<file path="src/rtl/fixed_point_pkg.sv">
// fixed_point_pkg: shared types and constants for the fixed-point sign unit.
// Mode encoding plus MIN/MAX helpers for any lane width.
package fixed_point_pkg;

  typedef enum logic [1:0] {
    SIGN_KEEP = 2'b00,
    SIGN_POS  = 2'b01,
    SIGN_NEG  = 2'b10,
    SIGN_FLIP = 2'b11
  } sign_mode_e;

  function automatic logic [63:0] fp_min(input int unsigned w);
    return 64'd1 << (w - 1);
  endfunction

  function automatic logic [63:0] fp_max(input int unsigned w);
    return fp_min(w) - 64'd1;
  endfunction

endpackage

</file>
<file path="src/rtl/fixed_point_sign_unit_if.sv">
// fixed_point_sign_unit_if: input/output beat streams and counter access.
// slave is the unit side, master the producer/consumer side.
interface fixed_point_sign_unit_if #(
  parameter int WIDTH     = 8,
  parameter int LANES     = 4,
  parameter int CNT_WIDTH = 16
);
  import fixed_point_pkg::*;

  sign_mode_e             MODE;
  logic [LANES*WIDTH-1:0] VALUE_IN;
  logic                   VALID_IN;
  logic                   READY_OUT;
  logic [LANES*WIDTH-1:0] VALUE_OUT;
  logic [LANES-1:0]       SIGN_OUT;
  logic [LANES-1:0]       OVERFLOW;
  logic                   VALID_OUT;
  logic                   READY_IN;
  logic                   CLR_COUNT;
  logic [CNT_WIDTH-1:0]   OVF_COUNT;

  modport slave (
    input  MODE, VALUE_IN, VALID_IN,
    input  READY_IN, CLR_COUNT,
    output READY_OUT, VALUE_OUT, SIGN_OUT,
    output OVERFLOW, VALID_OUT, OVF_COUNT
  );

  modport master (
    output MODE, VALUE_IN, VALID_IN,
    output READY_IN, CLR_COUNT,
    input  READY_OUT, VALUE_OUT, SIGN_OUT,
    input  OVERFLOW, VALID_OUT, OVF_COUNT
  );

endinterface

</file>
<file path="src/rtl/fixed_point_negate_lane.sv">
// fixed_point_negate_lane: one lane of conditional two's-complement negation.
// FIXED_POINT_SIGN_SATURATE_EN clamps -MIN to MAX; otherwise it wraps to MIN.
module fixed_point_negate_lane
  import fixed_point_pkg::*;
#(
  parameter int WIDTH = 8
) (
  input  logic [WIDTH-1:0] x,
  input  sign_mode_e       mode,
  input  logic             neg_sel,
  output logic [WIDTH-1:0] y,
  output logic             ovf
);

  localparam logic [WIDTH-1:0] MIN_V = WIDTH'(fp_min(WIDTH));
`ifdef FIXED_POINT_SIGN_SATURATE_EN
  localparam logic [WIDTH-1:0] MAX_V = WIDTH'(fp_max(WIDTH));
`endif

  logic             do_neg;
  logic [WIDTH-1:0] neg;

  always_comb begin
    do_neg = (mode == SIGN_FLIP) || neg_sel;
    neg    = ~x + WIDTH'(1);
    ovf    = do_neg && (x == MIN_V);
    y      = do_neg ? neg : x;
`ifdef FIXED_POINT_SIGN_SATURATE_EN
    if (ovf) y = MAX_V;
`endif
  end

endmodule

</file>
<file path="src/rtl/fixed_point_sign_unit.sv">
// fixed_point_sign_unit: 2-stage multi-lane sign operation with overflow stats.
// Optional FIXED_POINT_SIGN_SATURATE_EN saturates overflowing lanes to MAX.
module fixed_point_sign_unit
  import fixed_point_pkg::*;
#(
  parameter int WIDTH     = 8,
  parameter int LANES     = 4,
  parameter int CNT_WIDTH = 16
) (
  input logic                   CLK,
  input logic                   RSTN,
  fixed_point_sign_unit_if.slave bus
);

  localparam int DW  = LANES * WIDTH;
  localparam int PW  = $clog2(LANES + 1);
  localparam int CW1 = CNT_WIDTH + 1;

  typedef struct packed {
    logic [DW-1:0]    lanes;
    sign_mode_e       mode;
    logic [LANES-1:0] neg_sel;
  } s1_t;

  logic             adv;
  logic             s1_valid;
  s1_t              s1_d;
  s1_t              s1;
  logic             s2_valid;
  logic [DW-1:0]    res_d;
  logic [LANES-1:0] ovf_d;
  logic [LANES-1:0] sign_d;
  logic [DW-1:0]    value_q;
  logic [LANES-1:0] sign_q;
  logic [LANES-1:0] ovf_q;

  logic                 xfer;
  logic [PW-1:0]        pop;
  logic [CW1-1:0]       sum;
  logic [CNT_WIDTH-1:0] cnt_sat;
  logic [CNT_WIDTH-1:0] cnt;

  assign adv = !s2_valid || bus.READY_IN;

  // Zero counts as positive, so force-negative leaves it alone
  always_comb begin
    s1_d.lanes   = bus.VALUE_IN;
    s1_d.mode    = bus.MODE;
    s1_d.neg_sel = '0;
    for (int i = 0; i < LANES; i++) begin
      case (bus.MODE)
        SIGN_POS:
          s1_d.neg_sel[i] = bus.VALUE_IN[i*WIDTH+WIDTH-1];
        SIGN_NEG:
          s1_d.neg_sel[i] = !bus.VALUE_IN[i*WIDTH+WIDTH-1]
                            && (|bus.VALUE_IN[i*WIDTH +: WIDTH]);
        default:
          s1_d.neg_sel[i] = 1'b0;
      endcase
    end
  end

  always_ff @(posedge CLK or negedge RSTN) begin
    if (!RSTN) begin
      s1_valid <= 1'b0;
      s1       <= '0;
    end else if (adv) begin
      s1_valid <= bus.VALID_IN;
      if (bus.VALID_IN) s1 <= s1_d;
    end
  end

  for (genvar i = 0; i < LANES; i++) begin : g_lane
    fixed_point_negate_lane #(
      .WIDTH(WIDTH)
    ) u_lane (
      .x      (s1.lanes[i*WIDTH +: WIDTH]),
      .mode   (s1.mode),
      .neg_sel(s1.neg_sel[i]),
      .y      (res_d[i*WIDTH +: WIDTH]),
      .ovf    (ovf_d[i])
    );
    assign sign_d[i] = s1.lanes[i*WIDTH+WIDTH-1];
  end

  always_ff @(posedge CLK or negedge RSTN) begin
    if (!RSTN) begin
      s2_valid <= 1'b0;
      value_q  <= '0;
      sign_q   <= '0;
      ovf_q    <= '0;
    end else if (adv) begin
      s2_valid <= s1_valid;
      if (s1_valid) begin
        value_q <= res_d;
        sign_q  <= sign_d;
        ovf_q   <= ovf_d;
      end
    end
  end

  assign xfer = s2_valid && bus.READY_IN;

  always_comb begin
    pop = '0;
    for (int i = 0; i < LANES; i++) pop = pop + PW'(ovf_q[i]);
    sum     = {1'b0, cnt} + CW1'(pop);
    cnt_sat = sum[CNT_WIDTH] ? '1 : sum[CNT_WIDTH-1:0];
  end

  // A clear coinciding with a transfer keeps that beat's events
  always_ff @(posedge CLK or negedge RSTN) begin
    if (!RSTN) begin
      cnt <= '0;
    end else if (bus.CLR_COUNT) begin
      cnt <= xfer ? CNT_WIDTH'(pop) : '0;
    end else if (xfer) begin
      cnt <= cnt_sat;
    end
  end

  assign bus.READY_OUT = adv;
  assign bus.VALID_OUT = s2_valid;
  assign bus.VALUE_OUT = value_q;
  assign bus.SIGN_OUT  = sign_q;
  assign bus.OVERFLOW  = ovf_q;
  assign bus.OVF_COUNT = cnt;

endmodule

</file>
<file path="src/flat_wrapper.sv">
// flat-port wrapper written by rule: the top's interface ports become plain ports
module fixed_point_sign_unit_flat import fixed_point_pkg::*;
#(
  parameter int WIDTH     = 8,
  parameter int LANES     = 4,
  parameter int CNT_WIDTH = 16
)
  (CLK, RSTN, bus_MODE, bus_VALUE_IN, bus_VALID_IN, bus_READY_IN, bus_CLR_COUNT, bus_READY_OUT, bus_VALUE_OUT, bus_SIGN_OUT, bus_OVERFLOW, bus_VALID_OUT, bus_OVF_COUNT);
  fixed_point_sign_unit_if #(.WIDTH(WIDTH), .LANES(LANES), .CNT_WIDTH(CNT_WIDTH)) bus_i ();
  input logic CLK;
  input logic RSTN;
  input wire logic [$bits(bus_i.MODE)-1:0] bus_MODE;
  input wire logic [$bits(bus_i.VALUE_IN)-1:0] bus_VALUE_IN;
  input wire logic [$bits(bus_i.VALID_IN)-1:0] bus_VALID_IN;
  input wire logic [$bits(bus_i.READY_IN)-1:0] bus_READY_IN;
  input wire logic [$bits(bus_i.CLR_COUNT)-1:0] bus_CLR_COUNT;
  output wire logic [$bits(bus_i.READY_OUT)-1:0] bus_READY_OUT;
  output wire logic [$bits(bus_i.VALUE_OUT)-1:0] bus_VALUE_OUT;
  output wire logic [$bits(bus_i.SIGN_OUT)-1:0] bus_SIGN_OUT;
  output wire logic [$bits(bus_i.OVERFLOW)-1:0] bus_OVERFLOW;
  output wire logic [$bits(bus_i.VALID_OUT)-1:0] bus_VALID_OUT;
  output wire logic [$bits(bus_i.OVF_COUNT)-1:0] bus_OVF_COUNT;
  assign bus_i.MODE = bus_MODE;
  assign bus_i.VALUE_IN = bus_VALUE_IN;
  assign bus_i.VALID_IN = bus_VALID_IN;
  assign bus_i.READY_IN = bus_READY_IN;
  assign bus_i.CLR_COUNT = bus_CLR_COUNT;
  assign bus_READY_OUT = bus_i.READY_OUT;
  assign bus_VALUE_OUT = bus_i.VALUE_OUT;
  assign bus_SIGN_OUT = bus_i.SIGN_OUT;
  assign bus_OVERFLOW = bus_i.OVERFLOW;
  assign bus_VALID_OUT = bus_i.VALID_OUT;
  assign bus_OVF_COUNT = bus_i.OVF_COUNT;
  fixed_point_sign_unit #(.WIDTH(WIDTH), .LANES(LANES), .CNT_WIDTH(CNT_WIDTH)) u_core (.CLK(CLK), .RSTN(RSTN), .bus(bus_i));
endmodule
</file>
<file path="config.mk">
export PLATFORM = sky130hd
export DESIGN_NAME = fixed_point_sign_unit_flat
export DESIGN_NICKNAME = d
export VERILOG_FILES = /design/src/rtl/fixed_point_pkg.sv /design/src/rtl/fixed_point_sign_unit_if.sv /design/src/rtl/fixed_point_negate_lane.sv /design/src/rtl/fixed_point_sign_unit.sv /design/src/flat_wrapper.sv
export SDC_FILE = /design/constraint.sdc
export NUM_CORES = 1
export LEC_CHECK = 0
export BUFFER_PORTS_ARGS = -buffer_cell sky130_fd_sc_hd__clkbuf_2
export CELL_PAD_IN_SITES_DETAIL_PLACEMENT = 1
export CELL_PAD_IN_SITES_GLOBAL_PLACEMENT = 2
export CORE_UTILIZATION = 31
export CTS_BUF_LIST = sky130_fd_sc_hd__clkbuf_16
export DETAILED_ROUTE_END_ITERATION = 10
export GPL_TIMING_DRIVEN = 0
export PLACE_DENSITY_LB_ADDON = 0.1
export SETUP_SLACK_MARGIN = 0.05
export SLEW_MARGIN = 0
export SYNTH_ARGS = -nofsm -noshare
export SYNTH_HDL_FRONTEND = slang
export SYNTH_SLANG_ARGS = --single-unit
</file>
<file path="constraint.sdc">
create_clock -name CLK -period 2.85 [get_ports CLK]
set_input_delay 0.285 -clock CLK [delete_from_list [all_inputs] [get_ports CLK]]
set_output_delay 0.285 -clock CLK [all_outputs]
set_load 0.01 [all_outputs]
</file>
Word-level counts from Yosys, hierarchy flattened --
Index checks and enable logic that the tools add are counted.
Word-level totals: bits in registers 96, output and inout port bits 58
Operators by class: $add $sub $neg 8, equal/unequal tests 7, mux-type cells 12, bitwise gates (word level) 4, reductions and logical operators 26
Operators with widths (count):
- $mux W16 | 3
- $add A8 B1 Y8 const B | 4
- $eq A8 B8 Y1 const B | 4
- $mux W8 | 4
- $not A8 Y8 | 4
- $reduce_or A8 Y1 | 4
- $add A16 B3 Y17 | 1
- $logic_and A1 B1 Y1 | 9
- $pmux W1 S2 | 4
- $add A3 B1 Y3 | 2
- $logic_not A1 Y1 | 5
- $logic_or A1 B1 Y1 | 5
- $eq A2 B2 Y1 const B | 2
- $reduce_and A2 Y1 | 2
- $mux W3 | 1
- $add A1 B1 Y2 | 1
- $eq A2 B1 Y1 const B | 1
- $reduce_bool A2 Y1 | 1

Longest topological paths before layout --
depth in word-level cells 7, depth in mapped cells 12, gate-level depth less buffers 11

Hierarchy --
Synthesis repeated with hierarchy kept, for this count alone.
Second synthesis, totals: cells, all modules 415, area, all modules 4973.5 um^2
By module, submodules not included:
- fixed_point_sign_unit | instances 1, cells an instance 311, area each 4177.8 um^2
- fixed_point_negate_lane | instances 4, cells an instance 26, area each 198.9 um^2

Worst setup path after synthesis --
Ideal clock, no wire load.
path type reg-to-reg, start point register u_core.ovf_q[0], in the netlist u_core.bus.OVERFLOW[0], end point register u_core.cnt[9], in the netlist u_core.bus.OVF_COUNT[9], setup time 0.096 ns, data arrival time 2.650 ns, required time 2.754 ns, setup slack 0.104 ns, cell stages (with the launch flop) 13, buffers on the path 1, clock period less this slack 2.746 ns, path through dfrtp_1 -> ha_1 -> inv_1 -> fa_1 -> inv_1 -> ha_1 -> inv_1 -> fa_1 -> nand2b_1 -> a21oi_1 -> nand2_2 -> buf_6 -> a311oi_2
On the way: word-level cells in the longest chain between the ends 7
RTL lines:
- start: declaration | RTL line fixed_point_sign_unit.sv:35 | logic [LANES-1:0] ovf_q;
- start signal: assignment | RTL line fixed_point_sign_unit.sv:97 | ovf_q <= ovf_d;
- $add A1 B1 Y2 | RTL line fixed_point_sign_unit.sv:106 | for (int i = 0; i < LANES; i++) pop = pop + PW'(ovf_q[i]);
- $add A3 B1 Y3 (2 in series) | RTL line fixed_point_sign_unit.sv:106
- $add A16 B3 Y17 | RTL line fixed_point_sign_unit.sv:107 | sum = {1'b0, cnt} + CW1'(pop);
- $mux W16 | RTL line fixed_point_sign_unit.sv:108 | cnt_sat = sum[CNT_WIDTH] ? '1 : sum[CNT_WIDTH-1:0];
- $mux W16 | RTL line fixed_point_sign_unit.sv:117 | end else if (xfer) begin
- $mux W16 | RTL line fixed_point_sign_unit.sv:115 | end else if (bus.CLR_COUNT) begin
- end signal: assignment | RTL line fixed_point_sign_unit.sv:116 | cnt <= xfer ? CNT_WIDTH'(pop) : '0;
- end signal: assignment | RTL line fixed_point_sign_unit.sv:118 | cnt <= cnt_sat;
- end: declaration | RTL line fixed_point_sign_unit.sv:41 | logic [CNT_WIDTH-1:0] cnt;
Every way passes these cells. The select of a mux whose other input is x is not followed. A chain may end at the register's enable or synchronous reset.

Worst setup path in the final report --
start point register u_core.ovf_q[1], in the netlist u_core.bus.OVERFLOW[1], end point register u_core.cnt[14], in the netlist u_core.bus.OVF_COUNT[14]
Same word-level chain as after synthesis.

==> results.json <==
{
  "status": "completed",
  "yosysSeqAreaShare_pct": 51.7,
  "detailedRoute.firstPassIterationCount": 4,
  "gp_routability_congestion": 0.755,
  "crit_path_end_kind": "flop",
  "cts-htree-levels": 3,
  "hpwlAfterDp_mm": 9.32,
  "buffer_ports.inserted": 96,
  "power.density_cell_area_nw_per_um2": 712,
  "clockRootBuffer": "clkbuf_16",
  "drive_above_1_share_pct": 33.3,
  "pin_count_of_the_biggest_net_entering_global_routing": 50,
  "path_clk_slew_ps": 70,
  "kind_of_critical_path": "reg2reg",
  "setup_repair_after_global_routing_missed_its_margin": "true",
  "synth_xor_area_share_pct": 4.71,
  "cts_tree": "yes",
  "finalSetupViolCount": 0,
  "number_of_remaining_drc_errors": 0,
  "numCtsBuffers": 9,
  "die_h_um": 124,
  "routed_wire_length_per_instance_um": 16.7,
  "synthDistinctLibCells": 38,
  "synthSimpleGateAreaFrac_pct": 12.6,
  "synthCells": 440,
  "count_of_state_elements_after_synthesis": 96,
  "antenna-diode-count": 0,
  "global_route.overflow_total": 0,
  "syn_avg_cell_area_um2": 10.6,
  "design.die.area_um2": 15500,
  "final_area_um2": 5800,
  "critical_path_required_time_ps": 3060,
  "ys_top_cells_by_area": "dfrtp_1, mux2_2, o21ai_0, xnor2_1, nand2_1",
  "global_route_wire_length_before_repair_mm": 20.6,
  "leakage_nw": 2.70,
  "synth_fa_ha_area_share_pct": 3.82,
  "remaining_max_slew_budget_at_the_tightest_pin_pct": 52.0,
  "compound_cell_area_share_of_the_yosys_netlist_pct": 13.8,
  "die-width_um": 124,
  "ys_warn_count": 0,
  "muxShareOfSynthArea_pct": 9.58,
  "core_area_um2": 14600,
  "timing.hold.worst.class": "in2async",
  "final_hold_slack_ps": 13.2,
  "post_cts_hold_buffer_count": 0,
  "clkSinkCount": 96,
  "worst-endpoint-arrival_ps": 3000,
  "placementRows": 44,
  "finalHoldViolCount": 0,
  "syn_area_um2": 4650,
  "final_nets": 608,
  "final.setup_skew_ps": 6.73,
  "syn2layout_area_growth_pct": 24.7,
  "start_util_pct": 31.9,
  "wirelength_mm": 12.5,
  "max_cap_violations": 0,
  "synthDominantAreaCellType": "dfrtp_1",
  "critical_path.startpoint_type": "flop",
  "via_count": 3723,
  "maxClockFrequency_mhz": 358,
  "antenna_found_initial": 0,
  "finalCriticalPeriod_ps": 2790,
  "syn_nets": 492,
  "slew_viol_final": 0,
  "synth_top_family_by_area": "compound AO/OA/AOI/OAI gates",
  "grt_pass1_vias": 3848,
  "post_synth_top_area_share_pct": 51.7,
  "io_pins": 97,
  "vias_per_cell": 5.00,
  "drt_first_iter_violations": 150,
  "irDropWorstVdd_v": 0.000265,
  "final_min_period_over_clock_period_pct": 97.9,
  "dpl_cell_area_um2": 5390,
  "worstMarginPinSlew_ps": 720,
  "globalRouteTotalUtil_pct": 16.8,
  "clkLatencyLatePin_ps": 340,
  "drt.antenna.violating_nets": 0,
  "cts-root-to-sink-buffers": 2,
  "critical_path_peak_fanout": 5
}
## cell families (layout without fill, tap and decap cells)
logic type,count (synthesis),in the layout
mux,40,40
flops,96,96
buf+inv,41,162
compound gates,107,107
fa+ha+maj,13,13
xor+xnor,25,25
simple gates,118,118
## cell usage after synthesis
master,instances
clkbuf_1,4
nor4bb_1,2
xnor2_1,25
nand2b_1,2
a22o_1,4
nor3_4,1
a311oi_1,2
mux2i_1,4
and2_1,2
buf_2,13
nor2_1,23
mux2_2,36
nand3_1,2
nand2_1,48
nor3b_1,5
nor3_1,13
nand4_2,1
a31oi_1,13
and3_1,4
ha_1,11
nand4_1,6
a311oi_2,2
and4_1,3
a21oi_1,25
nand2_2,1
o41ai_1,4
a21o_1,1
buf_6,1
o21ai_0,47
o21bai_1,1
a21oi_2,4
or4_1,4
a211oi_1,3
inv_1,23
fa_1,2
dfrtp_1,96
and4b_1,1
a41oi_1,1
## where the power goes
group | leakage (nW) | internal, W | switching, W
combinational | 1.36 | 0.000483 | 0.000583
clock | 0.141 | 0.000664 | 0.000508
sequential | 1.19 | 0.00166 | 0.000228
## final timing paths
path	cells past startpoint	start	slack (ps)	endpoint
worst max register to register	12	u_core.bus.OVERFLOW[1]	60	u_core.bus.OVF_COUNT[14]
min in group CLK	2	bus_VALUE_IN[11]	190	u_core.s1[17]
worst max-delay path	12	u_core.bus.OVERFLOW[1]	60	u_core.bus.OVF_COUNT[14]
worst min-delay path	1	RSTN	10	u_core.bus.OVF_COUNT[12]
worst min register to register	2	u_core.s1_valid	480	u_core.bus.VALID_OUT
max in group asynchronous	2	RSTN	2130	u_core.bus.VALUE_OUT[21]
## timing repair
action,CTS,global route
endpoints found under the setup margin,16,12
gates cloned,1,0
resized for setup,10,9
pin swaps,2,8
buffers inserted,4,3
## per-layer routing
layer	global-route usage, %	wire length, um	part of all wire [%]
met5	0	0	0
met2	26.7	6030	48
met1	22.7	5820	47
met3	3.82	445	3.6
met4	4.75	167	1.3
## per-stage QoR
stage | total power (W) | instances | setup TNS [ps] | utilization [%] | setup WS (ps)
2_1_floorplan | 0.00252 | 440 | 0 | - | 104
5_1_grt | 0.00441 | 745 | -102 | 39.8 | -36.0
3_5_place_dp | 0.00302 | 721 | -2420 | 37.0 | -259
6_report | 0.00413 | 745 | 0 | 39.8 | 59.7
4_1_cts | 0.00421 | 742 | 0 | 39.4 | 66.9
3_3_place_gp | 0.00298 | 720 | -2190 | 36.7 | -217
## sequential cells by signal, indices dropped and copies added (netlist names)
| name | cells |
|---|---|
| u_core.bus.OVERFLOW | 4 |
| u_core.bus.OVF_COUNT | 16 |
| u_core.bus.SIGN_OUT | 4 |
| u_core.bus.VALID_OUT | 1 |
| u_core.bus.VALUE_OUT | 32 |
| u_core.s1 | 38 |
| u_core.s1_valid | 1 |
## worst max-delay path, stage by stage, from the launching register on
cell	delay (ps)
dfrtp_1	380
ha_1	290
inv_2	40
fa_1	490
inv_1	80
ha_2	180
inv_2	40
fa_2	360
nand2b_4	180
a21oi_4	200
buf_6	150
and4b_1	220
nor3_2	50
## cell type report
cell class              instances  area (um2)
inverters                      23        86.3
flip-flops and latches         96        2400
well taps                     184         230
clock inverters                 7        53.8
clock buffers                   9         225
repair buffers                105         571
plain buffers                  18         100
fillers                      1664        8790
multi-input cells             303        2130
## cells in the final DEF (no fill, tap or decap), types with 6 or more instances in the layout
cell | synthesis | routed
a21oi_1 | 25 | 22
nor2_1 | 23 | 23
buf_4 | 0 | 9
nor3_1 | 13 | 12
a31oi_1 | 13 | 13
nand2_1 | 48 | 48
o21ai_0 | 47 | 47
clkbuf_2 | 0 | 95
mux2_2 | 36 | 36
dfrtp_1 | 96 | 96
clkbuf_16 | 0 | 9
buf_2 | 13 | 11
xnor2_1 | 25 | 25
inv_1 | 23 | 22
ha_1 | 11 | 10
nand4_1 | 6 | 6
Power figures use the tool's default switching activity.
